$ cat src/rtl/acl_spi_responder_if.sv
// acl_spi_responder_if: four-wire SPI bus between the FPGA-side master and the accelerometer stand-in.
interface acl_spi_responder_if;
  logic SCLK;
  logic MOSI;
  logic MISO;
  logic CS;
  modport master (output SCLK, output MOSI, output CS, input MISO);
  modport slave (input SCLK, input MOSI, input CS, output MISO);
endinterface

$ cat src/rtl/acl_spi_responder.sv
// acl_spi_responder: SPI mode-0 accelerometer register emulator (0x0A write, 0x0B read, auto-increment).
// Define ACL_STATUS_REG_EN to add the STATUS register (0x0B, bit0 = data_ready).
module acl_spi_responder #(
  parameter logic [7:0] DEVID = 8'hAD,
  parameter int SYNC_STAGES = 2
) (
  input  logic                 Clock,
  input  logic                 Reset,
  acl_spi_responder_if.slave   spi,
  input  logic [11:0]          x_data,
  input  logic [11:0]          y_data,
  input  logic [11:0]          z_data,
  input  logic                 sample_valid,
  output logic [7:0]           power_ctl,
  output logic                 measure,
  output logic                 busy
);
  localparam int LAST = SYNC_STAGES - 1;
  typedef enum logic [2:0] {IDLE, INSTR, ADDR, DATA, IGNORE} state_t;
  state_t state, state_nx;
  logic [SYNC_STAGES-1:0] sclk_s, mosi_s, cs_s;
  logic armed;
  logic sclk_rise, sclk_fall, cs_fall, cs_rise, mosi_bit, in_frame, byte_done;
  logic [2:0] cnt;
  logic [6:0] sh;
  logic [7:0] rx_byte, addr, tx, reg_rd, status_reg;
  logic rd, load_pend;
  logic [11:0] snap_x, snap_y, snap_z;
  // CS synchroniser resets low so a CS held low across reset never looks like a fresh fall
  always_ff @(posedge Clock or negedge Reset)
    if (!Reset) begin
      sclk_s <= '0;
      mosi_s <= '0;
      cs_s <= '0;
      armed <= 1'b0;
    end else begin
      sclk_s <= {sclk_s[SYNC_STAGES-2:0], spi.SCLK};
      mosi_s <= {mosi_s[SYNC_STAGES-2:0], spi.MOSI};
      cs_s <= {cs_s[SYNC_STAGES-2:0], spi.CS};
      armed <= armed | cs_s[LAST];
    end
  assign sclk_rise = sclk_s[LAST-1] & ~sclk_s[LAST];
  assign sclk_fall = ~sclk_s[LAST-1] & sclk_s[LAST];
  assign cs_fall = cs_s[LAST] & ~cs_s[LAST-1];
  assign cs_rise = ~cs_s[LAST] & cs_s[LAST-1];
  assign mosi_bit = mosi_s[LAST-1];
  assign in_frame = state != IDLE;
  assign byte_done = sclk_rise & (cnt == 3'd7) & in_frame & ~cs_rise;
  assign rx_byte = {sh, mosi_bit};
  always_ff @(posedge Clock or negedge Reset)
    if (!Reset) state <= IDLE;
    else state <= state_nx;
  always_comb begin
    state_nx = cs_rise ? IDLE
      : (state == IDLE) ? (cs_fall ? INSTR : IDLE)
      : !byte_done ? state
      : (state == INSTR) ? ((rx_byte == 8'h0A || rx_byte == 8'h0B) ? ADDR : IGNORE)
      : (state == ADDR) ? DATA
      : state;
  end
  always_comb begin
    spi.MISO = ((state == ADDR || state == DATA) && rd && busy) ? tx[7] : 1'b0;
    busy = armed & ~cs_s[LAST];
    measure = power_ctl[1:0] == 2'b10;
  end
  always_ff @(posedge Clock or negedge Reset)
    if (!Reset) begin
      snap_x <= '0;
      snap_y <= '0;
      snap_z <= '0;
      cnt <= '0;
      sh <= '0;
      tx <= '0;
      addr <= '0;
      rd <= 1'b0;
      load_pend <= 1'b0;
      power_ctl <= '0;
    end else if (cs_fall) begin
      snap_x <= x_data;
      snap_y <= y_data;
      snap_z <= z_data;
      cnt <= '0;
      tx <= '0;
      load_pend <= 1'b0;
    end else begin
      if (sclk_rise && in_frame) begin
        cnt <= cnt + 3'd1;
        sh <= {sh[5:0], mosi_bit};
      end
      if (byte_done && state == INSTR) rd <= rx_byte[0];
      if (byte_done && state == ADDR) begin
        addr <= rx_byte;
        load_pend <= rd;
      end
      if (byte_done && state == DATA) begin
        addr <= addr + 8'd1;
        load_pend <= rd;
        if (!rd && addr == 8'h2D) power_ctl <= rx_byte;
      end
      // the fall after a completed byte loads the next register, all other falls shift
      if (sclk_fall && rd && state == DATA) begin
        tx <= load_pend ? reg_rd : {tx[6:0], 1'b0};
        load_pend <= 1'b0;
      end
    end
`ifdef ACL_STATUS_REG_EN
  logic data_ready;
  always_ff @(posedge Clock or negedge Reset)
    if (!Reset) data_ready <= 1'b0;
    else if (sample_valid) data_ready <= 1'b1;
    else if (byte_done && state == DATA && rd && addr == 8'h11) data_ready <= 1'b0;
  assign status_reg = {7'd0, data_ready};
`else
  logic unused_sample_valid;
  assign unused_sample_valid = sample_valid;
  assign status_reg = 8'h00;
`endif
  always_comb begin
    case (addr)
      8'h00: reg_rd = DEVID;
      8'h0B: reg_rd = status_reg;
      8'h0C: reg_rd = snap_x[7:0];
      8'h0D: reg_rd = {{4{snap_x[11]}}, snap_x[11:8]};
      8'h0E: reg_rd = snap_y[7:0];
      8'h0F: reg_rd = {{4{snap_y[11]}}, snap_y[11:8]};
      8'h10: reg_rd = snap_z[7:0];
      8'h11: reg_rd = {{4{snap_z[11]}}, snap_z[11:8]};
      8'h2D: reg_rd = power_ctl;
      default: reg_rd = 8'h00;
    endcase
  end
endmodule

$ cat src/flat_wrapper.sv
// flat-port wrapper written by rule: the top's interface ports become plain ports
module acl_spi_responder_flat 
#(
  parameter logic [7:0] DEVID = 8'hAD,
  parameter int SYNC_STAGES = 2
)
  (Clock, Reset, x_data, y_data, z_data, sample_valid, power_ctl, measure, busy, spi_SCLK, spi_MOSI, spi_CS, spi_MISO);
  acl_spi_responder_if spi_i ();
  input  logic Clock;
  input  logic Reset;
  input  logic [11:0] x_data;
  input  logic [11:0] y_data;
  input  logic [11:0] z_data;
  input  logic sample_valid;
  output logic [7:0] power_ctl;
  output logic measure;
  output logic busy;
  input wire logic [$bits(spi_i.SCLK)-1:0] spi_SCLK;
  input wire logic [$bits(spi_i.MOSI)-1:0] spi_MOSI;
  input wire logic [$bits(spi_i.CS)-1:0] spi_CS;
  output wire logic [$bits(spi_i.MISO)-1:0] spi_MISO;
  assign spi_i.SCLK = spi_SCLK;
  assign spi_i.MOSI = spi_MOSI;
  assign spi_i.CS = spi_CS;
  assign spi_MISO = spi_i.MISO;
  acl_spi_responder #(.DEVID(DEVID), .SYNC_STAGES(SYNC_STAGES)) u_core (.Clock(Clock), .Reset(Reset), .spi(spi_i), .x_data(x_data), .y_data(y_data), .z_data(z_data), .sample_valid(sample_valid), .power_ctl(power_ctl), .measure(measure), .busy(busy));
endmodule
$ cat config.mk
export PLATFORM = sky130hd
export DESIGN_NAME = acl_spi_responder_flat
export DESIGN_NICKNAME = d
export VERILOG_FILES = /design/src/rtl/acl_spi_responder_if.sv /design/src/rtl/acl_spi_responder.sv /design/src/flat_wrapper.sv
export SDC_FILE = /design/constraint.sdc
export NUM_CORES = 1
export LEC_CHECK = 0
export CAP_MARGIN = 30
export CORE_ASPECT_RATIO = 1.75
export CORE_UTILIZATION = 50
export DETAILED_ROUTE_END_ITERATION = 10
export HOLD_SLACK_MARGIN = 0.12
export PLACE_DENSITY = 0.77
export SYNTH_ARGS = -nofsm -noshare
export SYNTH_HDL_FRONTEND = slang
export SYNTH_SLANG_ARGS = --single-unit
export TNS_END_PERCENT = 100
$ cat constraint.sdc
create_clock -name Clock -period 1.89 [get_ports Clock]
set_input_delay 0.378 -clock Clock [delete_from_list [all_inputs] [get_ports Clock]]
set_output_delay 0.378 -clock Clock [all_outputs]
set_load 0.01 [all_outputs]
Word-level counts from Yosys, hierarchy flattened:

Index checks and enable logic that the tools add are counted.

* $add $sub $neg: 2
* reduce and logical (&&, ||, !) cells: 26
* equality and inequality tests: 14
* mux-type cells: 20
* bitwise gates (word level): 15

Operators by type and width (number)
* 8-bit one-hot mux with 8 select lines: 1
* 8-bit by 4-bit equality test with 1-bit output, second input constant: 6
* 8-bit two-way mux: 5
* 3-bit two-way mux: 8
* 8-bit by 5-bit equality test with 1-bit output, second input constant: 2
* 1-bit logical AND: 9
* 8-bit by 1-bit adder with 8-bit output, second input constant: 1
* 1-bit AND: 8
* 8-bit by 6-bit equality test with 1-bit output, second input constant: 1
* 8-bit logical NOT: 1
* 2-bit AND reduction: 4
* 4-bit nonzero test: 2
* 3-bit by 2-bit equality test with 1-bit output, second input constant: 2
* 1-bit two-way mux: 6
* 1-bit inverter: 6
* 2-bit nonzero test: 3
* 3-bit nonzero test: 2
* 3-bit by 1-bit adder with 3-bit output, second input constant: 1
* 3-bit by 1-bit equality test with 1-bit output, second input constant: 1
* 3-bit equality test, second input constant: 1
* 3-bit logical NOT: 1
* 3-bit AND reduction: 1
* 2-bit equality test, second input constant: 1
* 1-bit logical OR: 2
* other kinds (2): 2

* bits of input ports: 42
* logic and storage cells: 92
* register bits: 81

Depth between registers and ports, before layout:

* depth after elaboration: 10
* gate-level depth with buffers: 8
* depth with buffers taken out: 7

Least setup slack after synthesis:

No wires, ideal clock.

* kind: register to register
* start point: reg u_core.addr[1]
* end point: reg u_core.power_ctl[0]
* arrival: 1870 ps
* clock period less this slack: 1994 ps
* cell stages (with the launch flop): 9
* required time: 1765 ps
* setup slack: -104 ps
* cells stage by stage: dfrtp_1 inv_1 ha_1 buf_6 and4_2 buf_6 nor4bb_1 buf_2 mux2_2

* word-level cells in the longest chain between the ends: 3

RTL lines
* from (decl): line acl_spi_responder.sv:26 `logic [7:0] rx_byte, addr, tx, reg_rd, status_reg;`
* from (signal assigned): line acl_spi_responder.sv:92 `addr <= rx_byte;`
* from (signal assigned): line acl_spi_responder.sv:96 `addr <= addr + 8'd1;`
* 8-bit by 6-bit equality test with 1-bit output: line acl_spi_responder.sv:98 `if (!rd && addr == 8'h2D) power_ctl <= rx_byte;`
* 1-bit logical AND: line acl_spi_responder.sv:98
* 3-bit AND reduction (no source line)
* to (signal assigned): line acl_spi_responder.sv:98
* to (decl): line acl_spi_responder.sv:14 `output logic [7:0] power_ctl,`

No other way between the ends.
A chain may end at the register's enable or synchronous reset.

Final worst setup path:

* start point: reg u_core.addr[1]
* end point: reg u_core.tx[6]

* word-level cells in the longest chain between the ends: 5
* elaborated cells between the ends (all ways): 12
* those cells by class: eq/ne: 7; mux: 4; reduce/logical: 1

RTL lines
* 8-bit by 6-bit equality test with 1-bit output (tied with other cells): line acl_spi_responder.sv:119 `case (addr)`
* 8-bit one-hot mux with 8 select lines *: line acl_spi_responder.sv:119
* 8-bit two-way mux *: line acl_spi_responder.sv:102 `tx <= load_pend ? reg_rd : {tx[6:0], 1'b0};`
* 8-bit two-way mux *: line acl_spi_responder.sv:101 `if (sclk_fall && rd && state == DATA) begin`
* 8-bit two-way mux *: line acl_spi_responder.sv:78 `end else if (cs_fall) begin`
* to (signal assigned): line acl_spi_responder.sv:102
* to (decl): line acl_spi_responder.sv:26

Mark *: on every way between the ends. The rest lies on a longest branch, timed or not. The select of a mux whose other input is x is not followed.

==> impl_metrics.ini <==
[logic_synthesis]
synth_top_cell_by_area = dfrtp_1
synthArstFlopShare_pct = 100
synth.distinct_cells = 52
synth-edff-count = 0
synth_cells = 341
ys.flop_type = dfrtp_1
mappedNetlistArea_um2 = 3950
synth_top_area_share_pct = 51.3
avgSynthCellArea_um2 = 11.6
syn_nets = 389
seq_area_frac_synth_pct = 51.3
yosys.area_share.simple_pct = 11.9
synth_compound_area_share_pct = 14.1
synth_fa_ha_area_share_pct = 1.90
synth_area_leaders = dfrtp_1, mux2_2, a21oi_1, nand2_1, nor2_1
yosysWarnings = 0
synthXorXnorAreaFrac_pct = 0.222
synth.mux.area_fraction_pct = 15.8
ys_ff_latch = 81
synth_top_family_by_area = multiplexers

[worst_hold_path]
whs_path_depth = 0
hold_path_class = reg2reg
min_from = u_core.sclk_s[0]$_DFF_PN0_
hold_end = u_core.sclk_s[1]$_DFF_PN0_

[detailed_routing]
first_iter_violations = 183
wl_per_cell_um = 18.0
ant_nets = 0
detail_route.first_pass.iterations = 5
wl_um = 9360
vias = 3097
drc = 0
vias_per_cell = 5.94

[layout]
drive_above_1_share_pct = 32.1
seqCellArea_um2 = 2030
antenna_cells = 0
multi_input_area_um2 = 1840
nets = 476
finalCoreUtilization_pct = 69.0
layout_commonest_cell = dfrtp_1
fillers = 542
area_delta_synth_final_pct = 33.2
layout_common_cells = dfrtp_1, mux2_2, clkdlybuf4s50_1
layout.cells.non_filler = 521

[grt]
grt_use_met2_pct = 43.1
grt_pass1_vias = 3251
gr-usage-met3_pct = 4.95
grt_max_degree = 42
grt_use_met1_pct = 26.8
grt_usage_pct = 24.5
grt-busiest-layer = met2
grt_remaining_overflow = 0
antenna_found_initial = 0
grt_pass1_wl_um = 15600

[clock_tree]
ctsHtreeMaxLevel = 3
path_clk_slew_ps = 60
clkSinkCount = 81
clk_path_buf_depth = 2
cts_made_buffers = 9
root_buffer = clkbuf_16
worstSkewPairLatency_ps = 340
cts_tree = yes

[setup_path]
cp_max_fo = 4
r2r-end = u_core.tx[6]$_DFFE_PN0P_
start_kind = register
critPathRequiredTime_ps = 2080
r2r_cells = 7
arrival_ps = 2150
cp-end-kind = register
rrSetupSlack_ps = -60
regToRegStartpoint = u_core.addr[1]$_DFFE_PN0P_
critPathKind = reg2reg

[run_status]
status = finished with violations
violations = negative setup slack

[floorplanning]
io_pins = 53
die_h_um = 120
design.core.area_um2 = 7620
start_util_pct = 51.8
die_x_um = 69.2
dieArea_um2 = 8270
rows = 42

[power_and_ir_drop]
p_clk_share_pct = 42.6
irDropWorstVdd_mv = 0.613
p_seq_share_pct = 47.1
internal_power_w = 0.00340
p_leak_nw = 2.30
powerDensity_nw_per_um2 = 842
pwr-share-comb_pct = 10.3
swShare_pct = 23.1
p_switching_w = 0.00103

[placed_design]
io_buffers = 51
gp_congestion = 0.861
place_inst = 501
hpwl_um = 6790

[sta]
worst_slew_margin_rel_pct = 48.5
fin_crit_ps = 1950
setup_violations = 12
setup-tns-final_ps = -451
setup_ws_ps = -63.2
slew_viol_final = 0
fmax_mhz = 512
rsz0062_at_grt = yes
tightest_slew_ps = 767
finalHoldViolations = 0
fin_crit_sh_pct = 103
clock_skew_ps = 7.06

[job]
maxCapViolations = 0
[area by class of cell]
type                    instances  area share [%]
flip-flops and latches         81            38.6
multi-input cells             227            35.0
repair buffers                 97            17.3
clock buffers                  10            4.54
well taps                      88            2.09
clock inverters                 6            1.71
inverters                      12           0.856
[state kept, by name (all words and copies together), names as in the netlist]
signal and flops:
u_core.snap_x 12, u_core.snap_z 12, u_core.mosi_s 1, u_core.state 3
u_core.power_ctl 8, u_core.tx 8, u_core.addr 8, u_core.snap_y 12
u_core.armed 1, u_core.sclk_s 2, u_core.sh 7, u_core.rd 1
u_core.cs_s 2, u_core.cnt 3, u_core.load_pend 1
[Yosys cell counts (5+ instances only)]
| library cell | count |
|---|---|
| nor2b_1 | 7 |
| a21oi_1 | 21 |
| mux2_2 | 52 |
| buf_6 | 7 |
| nor2_1 | 22 |
| nand2b_1 | 5 |
| a22oi_1 | 7 |
| nand3_1 | 7 |
| ha_1 | 6 |
| nand2_1 | 22 |
| o22ai_1 | 6 |
| dfrtp_1 | 81 |
| inv_1 | 12 |
| o221ai_1 | 6 |
| o21ai_0 | 7 |
| clkbuf_1 | 9 |
[power groups by stage]
stage	Sequential (W)	Clock, W	Combinational [W]
final	0.00209	0.00189	0.000458
after global routing	0.00211	0.00199	0.000508
after CTS	0.00209	0.00193	0.000464
after detailed placement	0.00212	0	0.000457
after global placement	0.00211	0	0.000436
after floorplan	0.00204	0	0.000279
[through the flow]
| step | power [W] | instance area, um2 | hold slack (ps) | worst slack, ps |
|---|---|---|---|---|
| floorplan | 0.00232 | 3970 | 82.4 | -43.1 |
| global placement | 0.00254 | 4800 | 355 | -121 |
| detailed placement | 0.00257 | 4800 | 365 | -166 |
| CTS | 0.00448 | 5210 | 422 | -40.6 |
| global route | 0.00461 | 5260 | 438 | -127 |
| finish | 0.00443 | 5260 | 421 | -63.2 |
[worst max-delay path: stages, from the launching register on]
cell and delay [ps]:
dfrtp_1 410, inv_1 100, ha_2 210, a22oi_1 240, buf_4 160, o22ai_1 100, a211oi_1 430, o221ai_2 170
[worst max-delay path by stage]
| stage | from | end | slack, ps | cells after the start |
|---|---|---|---|---|
| after floorplan | u_core.addr[5]$_DFFE_PN0P_ | u_core.tx[6]$_DFFE_PN0P_ | -40 | 7 |
| after global placement | u_core.addr[4]$_DFFE_PN0P_ | u_core.tx[6]$_DFFE_PN0P_ | -120 | 5 |
| after detailed placement | u_core.addr[4]$_DFFE_PN0P_ | u_core.tx[3]$_DFFE_PN0P_ | -170 | 6 |
| after CTS | u_core.addr[5]$_DFFE_PN0P_ | u_core.tx[1]$_DFFE_PN0P_ | -40 | 6 |
| after global routing | u_core.addr[6]$_DFFE_PN0P_ | u_core.tx[6]$_DFFE_PN0P_ | -130 | 7 |
| final | u_core.addr[1]$_DFFE_PN0P_ | u_core.tx[6]$_DFFE_PN0P_ | -60 | 7 |
[cells by family (layout without fill, tap and decap cells)]
kind of cell	Yosys count	in the layout
adders and majority gates	6	6
AOI/OAI and AO/OA	76	76
DFF	81	81
xor gates and xnor gates	1	1
and+or+nand+nor	88	88
muxes	56	56
buffers and inverters	33	125
[repair_timing]
item | 4_1_cts | 5_1_grt
pin swaps | 4 | 3
resized for setup | 13 | 12
gates cloned | 0 | 0
hold buffers | 1 | 0
hold endpoints to repair | 32 | 0
setup buffers | 3 | 1
endpoints found under the setup margin | 17 | 25
[per-layer routing]
| metal | up-vias | part of all wire (%) |
|---|---|---|
| met5 | - | 0 |
| met2 | 102 | 55 |
| met4 | 0 | 3.7 |
| met3 | 26 | 3.4 |
| met1 | 1540 | 38 |
| li1 | 1429 | - |
No activity file was read; power rests on OpenSTA's default activity.
